### src/rtl/ooo_pkg.sv
// ooo_pkg: shared ROB geometry, entry layout and controller state encoding.
package ooo_pkg;
  localparam int ROB_DEPTH = 16;
  localparam int ROB_IDX_W = 4;
  typedef struct packed {
    logic       valid;
    logic       done;
    logic       mispredict;
    logic       wb_en;
    logic [5:0] A_rd;
    logic [6:0] P_rd_new;
    logic [6:0] P_rd_old;
  } rob_entry_t;
  typedef enum logic [0:0] {RUN = 1'b0, FLUSH = 1'b1} rob_state_e;
endpackage

### src/rtl/rob_ctrl.sv
// rob_ctrl: 16-entry reorder buffer with in-order commit and one-cycle mispredict flush.
// Optional perf counters are built only when ROB_PERF_CNT_EN is defined.
module rob_ctrl
  import ooo_pkg::*;
(
  input  logic                 clk,
  input  logic                 rst,
  input  logic                 alloc_valid,
  output logic                 alloc_ready,
  input  logic [5:0]           alloc_A_rd,
  input  logic [6:0]           alloc_P_rd_new,
  input  logic [6:0]           alloc_P_rd_old,
  input  logic                 alloc_wb_en,
  output logic [ROB_IDX_W-1:0] alloc_idx,
  input  logic                 WB_valid,
  input  logic [ROB_IDX_W-1:0] WB_idx,
  input  logic                 WB_mispredict,
  output logic                 commit_valid,
  output logic                 commit_wb_en,
  output logic [5:0]           commit_A_rd,
  output logic [6:0]           commit_P_rd_new,
  output logic [6:0]           commit_P_rd_old,
  output logic                 recovery
`ifdef ROB_PERF_CNT_EN
  ,
  output logic [31:0]          perf_commit_cnt,
  output logic [15:0]          perf_flush_cnt
`endif
);
  rob_state_e           r_state;
  rob_entry_t           r_rob [ROB_DEPTH];
  logic [ROB_IDX_W-1:0] r_head;
  logic [ROB_IDX_W-1:0] r_tail;
  logic [ROB_IDX_W:0]   r_count;
  logic                 w_alloc;
  rob_entry_t           w_head_ent;

  always_comb begin
    w_head_ent      = r_rob[r_head];
    alloc_ready     = (r_state == RUN) && (r_count < 5'(ROB_DEPTH));
    alloc_idx       = r_tail;
    w_alloc         = alloc_valid && alloc_ready;
    commit_valid    = (r_state == RUN) && w_head_ent.valid && w_head_ent.done;
    commit_wb_en    = commit_valid && w_head_ent.wb_en;
    commit_A_rd     = w_head_ent.A_rd;
    commit_P_rd_new = w_head_ent.P_rd_new;
    commit_P_rd_old = w_head_ent.P_rd_old;
    recovery        = (r_state == FLUSH);
  end

  always_ff @(posedge clk or negedge rst) begin
    if (!rst) begin
      r_state <= RUN;
      r_head  <= '0;
      r_tail  <= '0;
      r_count <= '0;
      r_rob   <= '{default: '0};
    end else if (r_state == FLUSH) begin
      for (int i = 0; i < ROB_DEPTH; i++) r_rob[i].valid <= 1'b0;
      r_tail  <= r_head;
      r_count <= '0;
      r_state <= RUN;
    end else begin
      if (WB_valid && r_rob[WB_idx].valid) begin
        r_rob[WB_idx].done       <= 1'b1;
        r_rob[WB_idx].mispredict <= WB_mispredict;
      end
      // FLUSH decision uses the registered flag, not a same-cycle WB to the head
      if (commit_valid) begin
        r_rob[r_head].valid <= 1'b0;
        r_head              <= r_head + 1'b1;
        if (w_head_ent.mispredict) r_state <= FLUSH;
      end
      if (w_alloc) begin
        r_rob[r_tail] <= '{valid: 1'b1, done: 1'b0, mispredict: 1'b0, wb_en: alloc_wb_en,
                           A_rd: alloc_A_rd, P_rd_new: alloc_P_rd_new, P_rd_old: alloc_P_rd_old};
        r_tail        <= r_tail + 1'b1;
      end
      r_count <= r_count + 5'(w_alloc) - 5'(commit_valid);
    end
  end

`ifdef ROB_PERF_CNT_EN
  logic [31:0] r_perf_commit;
  logic [15:0] r_perf_flush;
  always_ff @(posedge clk or negedge rst) begin
    if (!rst) begin
      r_perf_commit <= '0;
      r_perf_flush  <= '0;
    end else begin
      r_perf_commit <= r_perf_commit + 32'(commit_valid);
      r_perf_flush  <= r_perf_flush + 16'(recovery);
    end
  end
  assign perf_commit_cnt = r_perf_commit;
  assign perf_flush_cnt  = r_perf_flush;
`endif
endmodule
### config.mk
export PLATFORM = sky130hd
export DESIGN_NAME = rob_ctrl
export DESIGN_NICKNAME = d
export VERILOG_FILES = /design/src/rtl/ooo_pkg.sv /design/src/rtl/rob_ctrl.sv
export SDC_FILE = /design/constraint.sdc
export NUM_CORES = 1
export LEC_CHECK = 0
export ABC_AREA = 1
export CAP_MARGIN = 20
export CORE_MARGIN = 4
export CORE_UTILIZATION = 45
export DETAILED_ROUTE_END_ITERATION = 8
export PLACE_DENSITY_LB_ADDON = 0.2
export SETUP_SLACK_MARGIN = 0.3
export SYNTH_ARGS = -nofsm -noshare
export SYNTH_HDL_FRONTEND = slang
export SYNTH_SLANG_ARGS = --single-unit
export TNS_END_PERCENT = 100
### constraint.sdc
create_clock -name clk -period 6.58 [get_ports clk]
set_input_delay 0.987 -clock clk [delete_from_list [all_inputs] [get_ports clk]]
set_output_delay 0.987 -clock clk [all_outputs]
set_load 0.03 [all_outputs]
==> flow_summary.yaml, run 1 <==
clock_tree:
  htreeDepth: 2
  cts_buffers: 43
  cts_tree: "yes"
  postCtsSetupRepairBufs: 0
  clock-sinks: 398
  cts_resized: 0
  cts_root_buffer: "clkbuf_16"
  clkTransAtPathRegs_ns: 0.06
  clock_latency_ns: 0.58
  ctsHoldBuffers: 0
  clockBufferDepth: 3
routing:
  drt_pre_antenna_iters: 5
  drc: 0
  post_drt_wl_per_cell_um: 19.5
  finalWirelength_mm: 55.9
  vias: 16272
  vias_per_cell: 5.68
  antenna_left: 0
  initialDrtViolationCount: 1666
yosys:
  synthCells: 2365
  synth_edf_count: 0
  synth_area_leaders: "dfrtp_1 (53%), o21ai_0 (13%), nand2_1 (12%), nor2_1 (4.8%), o22ai_1 (2.7%)"
  synth_mux_area_share_pct: 0
  synthArstFlopShare_pct: 100
  synthXorXnorAreaFrac_pct: 0.231
  synthAdderAreaFrac_pct: 0.964
  yosys_warnings: 0
  yosys.area_share.simple_pct: 21.1
  synth_top_family_by_area: "simple AND/OR/NAND/NOR gates"
  syn_avg_cell_area_um2: 8.01
  synth_nets: 2409
  yosysTopAreaCellShare_pct: 52.6
  synth-compound-area-share_pct: 18.2
  yosysTopAreaCell: "dfrtp_1"
  syn_area_um2: 19000
  synth_cell_types: 39
  synth_flop_cell: "dfrtp_1"
  seq_area_frac_synth_pct: 52.6
  ys_ff_latch: 398
floorplanning:
  fp.dieArea_um2: 45500
  die_height_um: 213
  initial_core_util_pct: 46.0
  die_width_um: 213
  pin_count: 58
  rows: 74
  core_um2: 41200
power:
  vdd.ir_drop.worst_mv: 0.506
  power.density_nw_per_um2: 518
  leakagePower_nw: 9.89
  finalPower_w: 0.0109
global_routing:
  grt_start_max_net_pins: 154
  grt_pass1_vias: 15413
  grt_use_total_pct: 24.8
  antenna_found_initial: 0
  grt_first_pass_wirelength_mm: 88.4
  grt_overflow: 0
place:
  port-buffer-count: 57
  dp_slack_ns: 1.89
  place_congestion: 0.855
  hpwl_mm: 29.4
sta:
  fin_crit_sh_pct: 81.2
  hold_violations: 0
  rsz0062_at_grt: "false"
  final.setup.tns_ns: 0
  slew_viol_final: 0
  hold_ws_ns: 0.356
  period_needed_ns: 5.34
  fin_ws_ns: 1.24
  max_slew.worst_pin.slew_ns: 1.17
  setup_viol: 0
  finClkSkew_ns: 0.0276
  relSlewSlack_pct: 22.1
  max_freq_mhz: 187
critical_path:
  crit_type: "reg -> out"
  cp_slowest_cell: "clkinv_2"
  cp_slowest_stage_delay_ns: 0.87
  path_cells: "clkinv_2, nand3_1, nand2_1, nand2_1, nand3_1, nor2_2, nand2_2, nor3_2, clkdlybuf4s50_1"
  cp.required_ns: 5.59
  cp.arrival_ns: 4.36
  start_kind: "register"
  end_kind: "output port"
  cp_max_fo: 48
status:
  status: "finished clean"
layout:
  fin_nets: 2349
  antennaDiodeCount: 0
  final_layout_size_suffix_gt1_share_pct: 5.44
  area_growth_pct: 10.8
worst_hold_path:
  hold_path.class: "in -> async"
job:
  cap_viol_max_count: 0
[cell type report]
cell class	instances	area (um2)
Fill cell	3899	20200
Sequential cell	398	9970
Multi-Input combinational cell	1662	7700
Clock buffer	64	1260
Timing Repair Buffer	74	766
Tap cell	532	666
Inverter	126	489
Clock inverter	9	145
[cell usage after synthesis (2+ instances only)]
master and instances:
nand2_1 626, o21ai_0 505, dfrtp_1 398, nor2_1 242
clkbuf_1 123, inv_1 119, o22ai_1 83, nand3_1 51
nand4_1 50, a21oi_1 32, buf_2 29, o21ai_1 18
ha_1 13, buf_4 12, buf_6 9, o21ai_2 9
nand2_4 7, inv_2 5, buf_1 4, xor2_1 4
nand2_2 3, nor2_4 3, a22oi_1 2, a32o_1 2
nor2_2 2
[registers in the layout, summed over array words and instances, names as in the netlist]
name       count
r_head         4
r_rob        384
recovery       1
r_count        5
alloc_idx      4
[metal layers]
layer | global-route usage [%] | vias to the layer above | wire length (um) | part of all wire [%]
li1 | - | 7655 | - | -
met1 | 35.2 | 7981 | 25300 | 45
met2 | 38.8 | 531 | 25100 | 45
met3 | 3.53 | 105 | 3420 | 6.1
met4 | 9.73 | 0 | 2080 | 3.7
met5 | 0 | - | 0 | 0
[final timing paths]
kind	from	slack [ns]	end	cells past startpoint
worst max register to register	r_head[1]	2.09	r_count[4]	20
min in group clk	r_rob[346]	0.48	r_rob[346]	2
worst min register to register	r_rob[346]	0.48	r_rob[346]	2
max in group asynchronous	rst	4.88	recovery	2
worst min-delay path	rst	0.36	r_rob[45]	1
worst max-delay path	r_head[1]	1.24	commit_wb_en	9
[stage by stage]
| step | utilization [%] | cell area, um2 | instances |
|---|---|---|---|
| after floorplan | - | 19000 | 2365 |
| after global placement | 47.4 | 19500 | 2789 |
| after detailed placement | 47.4 | 19500 | 2789 |
| after CTS | 50.8 | 20900 | 2862 |
| after global routing | 51.0 | 21000 | 2865 |
| final | 51.0 | 21000 | 2865 |
[report_power, final]
group          total [W]  internal [W]  switching [W]
Sequential       0.00404       0.00344       0.000601
Clock            0.00244       0.00144       0.000995
Combinational    0.00440       0.00153        0.00288
Total             0.0109       0.00641        0.00447
[logic make-up after synthesis]
group / Yosys count
AOI/OAI and AO/OA: 656
DFF: 398
buffers and inverters: 305
and+or+nand+nor: 987
xor gates and xnor gates: 5
adders and majority gates: 14
[layout by cell type, fill, tap and decap left out, types with 13 or more instances in the layout]
cell	count
a21oi_1	32
clkbuf_16	43
clkdlybuf4s50_1	56
dfrtp_1	395
ha_1	13
inv_1	119
nand2_1	617
nand3_1	51
nand4_1	50
nor2_1	242
o21ai_0	505
o21ai_1	18
o22ai_1	83
[critical path: cells and delay by family (launching register included)]
kind,cells,cell delay (ns)
flip-flops,1,0.73
buffers and inverters,2,1.57
AND/OR/NAND/NOR,7,1.44
No activity file was read; power rests on OpenSTA's default activity.
==> run 2, diff against run 1 <==
==> constraint.sdc (replaced) <==
create_clock -name clk -period 4.8 [get_ports clk]
set_input_delay 0.72 -clock clk [delete_from_list [all_inputs] [get_ports clk]]
set_output_delay 0.72 -clock clk [all_outputs]
set_load 0.03 [all_outputs]
==> run 2 against run 1 <==
Hold slack worse by 0.13 ns. Cell count up 0.63%. Via count up 0.20%. Combinational power up 39%. Non-clock buffer count up 10. Register-to-register slack worse by 0.77 ns. Global-route usage up 0.42 points. Sequential share of layout area down 0.53 points. Highest routed layer is now met5. First-iteration DRC count up 2.5%. Critical path depth down 2. Critical path type unchanged. Clock-buffer cell count down 5.
==> flow_summary.yaml, run 2 (synthesis results as in run 1) <==
routing:
  post_drt_wl_per_cell_um: 19.6
  drt_pre_antenna_iters: 6
  wl_met3_mm: 3.30
  initialDrtViolationCount: 1708
  routed-wl-met2_mm: 26.2
  vias_per_cell: 5.66
  vias: 16305
  dr.max_layer_used: "met5"
  finalWirelength_mm: 56.6
  wl_met1_mm: 25.4
  drc: 0
  antenna_left: 0
global_routing:
  grt_start_max_net_pins: 126
  grt_use_total_pct: 25.2
  grt_overflow: 0
  grt_first_pass_wirelength_mm: 89.8
  antenna_found_initial: 1
  grt_pass1_vias: 15702
clock_tree:
  clock_latency_ns: 0.58
  cts_buffers: 44
  cts_root_buffer: "clkbuf_16"
  clkTransAtPathRegs_ns: 0.06
  clockBufferDepth: 3
  clock-sinks: 398
  cts_tree: "yes"
  htreeDepth: 2
sta:
  slew_viol_final: 0
  relSlewSlack_pct: 23.9
  max_slew.worst_pin.slew_ns: 1.14
  final.setup.tns_ns: 0
  period_needed_ns: 4.19
  max_freq_mhz: 239
  rsz0062_at_grt: "false"
  fin_crit_sh_pct: 87.2
  hold_violations: 0
  finClkSkew_ns: 0.0144
  fin_ws_ns: 0.615
  setup_viol: 0
floorplanning:
  core_um2: 41200
  die_height_um: 213
  fp.dieArea_um2: 45500
  die_width_um: 213
  initial_core_util_pct: 46.0
  pin_count: 58
  rows: 74
layout:
  fin_nets: 2360
  final_common_cell: "nand2_1"
  area_growth_pct: 12.0
  largest_registers: "r_rob (384), r_count (5)"
  final_cell_mix: "nand2_1 (617), o21ai_0 (505), dfrtp_1 (395), nor2_1 (242), inv_1 (119)"
  antennaDiodeCount: 0
  final_layout_size_suffix_gt1_share_pct: 6.25
  final_cells: 2883
  largest_register_ffs: 384
  regMostFlops: "r_rob"
critical_path:
  cp_max_fo: 67
  worst_r2r_startpoint: "r_head[0]"
  cp_common_cell: "buf_4"
  rr_endpoint: "r_count[4]"
  end_kind: "output port"
  reg2reg_slack_ns: 1.32
  cp.arrival_ns: 3.47
  cp.required_ns: 4.08
  crit_type: "reg -> out"
  cp_slowest_stage_delay_ns: 0.72
  critPathTopFamily: "buffers and inverters"
  cp_slowest_cell: "clkdlybuf4s50_1"
  crit_buf_inv: 3
  r2r_cells: 21
  start_kind: "register"
  path_cells: "buf_4, buf_4, o21ai_0, o22ai_1, nand2_1, nand4_1, clkdlybuf4s50_1"
power:
  vdd.ir_drop.worst_mv: 0.620
  leakagePower_nw: 10.0
  power.density_nw_per_um2: 718
job:
  cap_viol_max_count: 0
place:
  port-buffer-count: 57
  dp_cells: 2800
  hpwl_mm: 30.9
  place_congestion: 0.829
  dp_slack_ns: 0.949
status:
  status: "finished clean"
worst_hold_path:
  hold_path.class: "in -> async"
run 2: changes by cell type in the layout (fill, tap and decap cells not counted), sizes merged:
cell | before | now
buf | 18 | 28
bufinv | 3 | 7
clkbuf | 64 | 59
clkinv | 6 | 15
clkinvlp | 1 | 2
inv | 125 | 124
run 2: repair_timing:
action	in CTS	in global routing
endpoints found under the hold margin	0	0
endpoints found under the setup margin	0	9
hold buffers	0	0
setup buffers	0	1
gates resized for setup	0	3
run 2: how the worst max path moves through the flow:
stage / start / slack (ns) / to / cells after the start
global route: r_head[0] / 0.45 / commit_wb_en / 11
global placement: r_head[0] / 0.97 / commit_wb_en / 10
finish: r_head[1] / 0.61 / commit_P_rd_new[3] / 7
floorplan: r_head[0] / 2.05 / r_count[4] / 22
CTS: r_head[0] / 0.32 / commit_wb_en / 10
detailed placement: r_head[0] / 0.95 / commit_wb_en / 10
run 2: where the power goes:
group / switching, W / leakage (nW) / internal [W]
clock network: 0.00143 / 0.768 / 0.00220
logic: 0.00400 / 4.07 / 0.00212
registers: 0.000772 / 5.18 / 0.00471
total: 0.00620 / 10.0 / 0.00904
run 2: layout make-up:
cell class | instances | area, um2
flip-flops and latches | 398 | 9970
multi-input cells | 1662 | 7700
fillers | 3938 | 20000
inverters | 126 | 497
clock inverters | 22 | 327
clock buffers | 59 | 1240
well taps | 532 | 666
repair buffers | 84 | 836
run 2: stage by stage:
step	total power, W	hold slack, ns	instance area (um2)	utilization, %
4_1_cts	0.0153	0.271	21200	51.4
3_5_place_dp	0.0116	0.467	19600	47.6
3_3_place_gp	0.0114	0.460	19600	47.6
5_1_grt	0.0164	0.305	21200	51.5
6_report	0.0152	0.227	21200	51.5
2_1_floorplan	0.00973	0.424	19000	-
run 2: per-layer routing:
layer	up-vias	GRT usage [%]
li1	7678	-
met2	500	40.8
met1	8022	35.6
met3	103	2.98
met4	2	8.65
met5	-	0
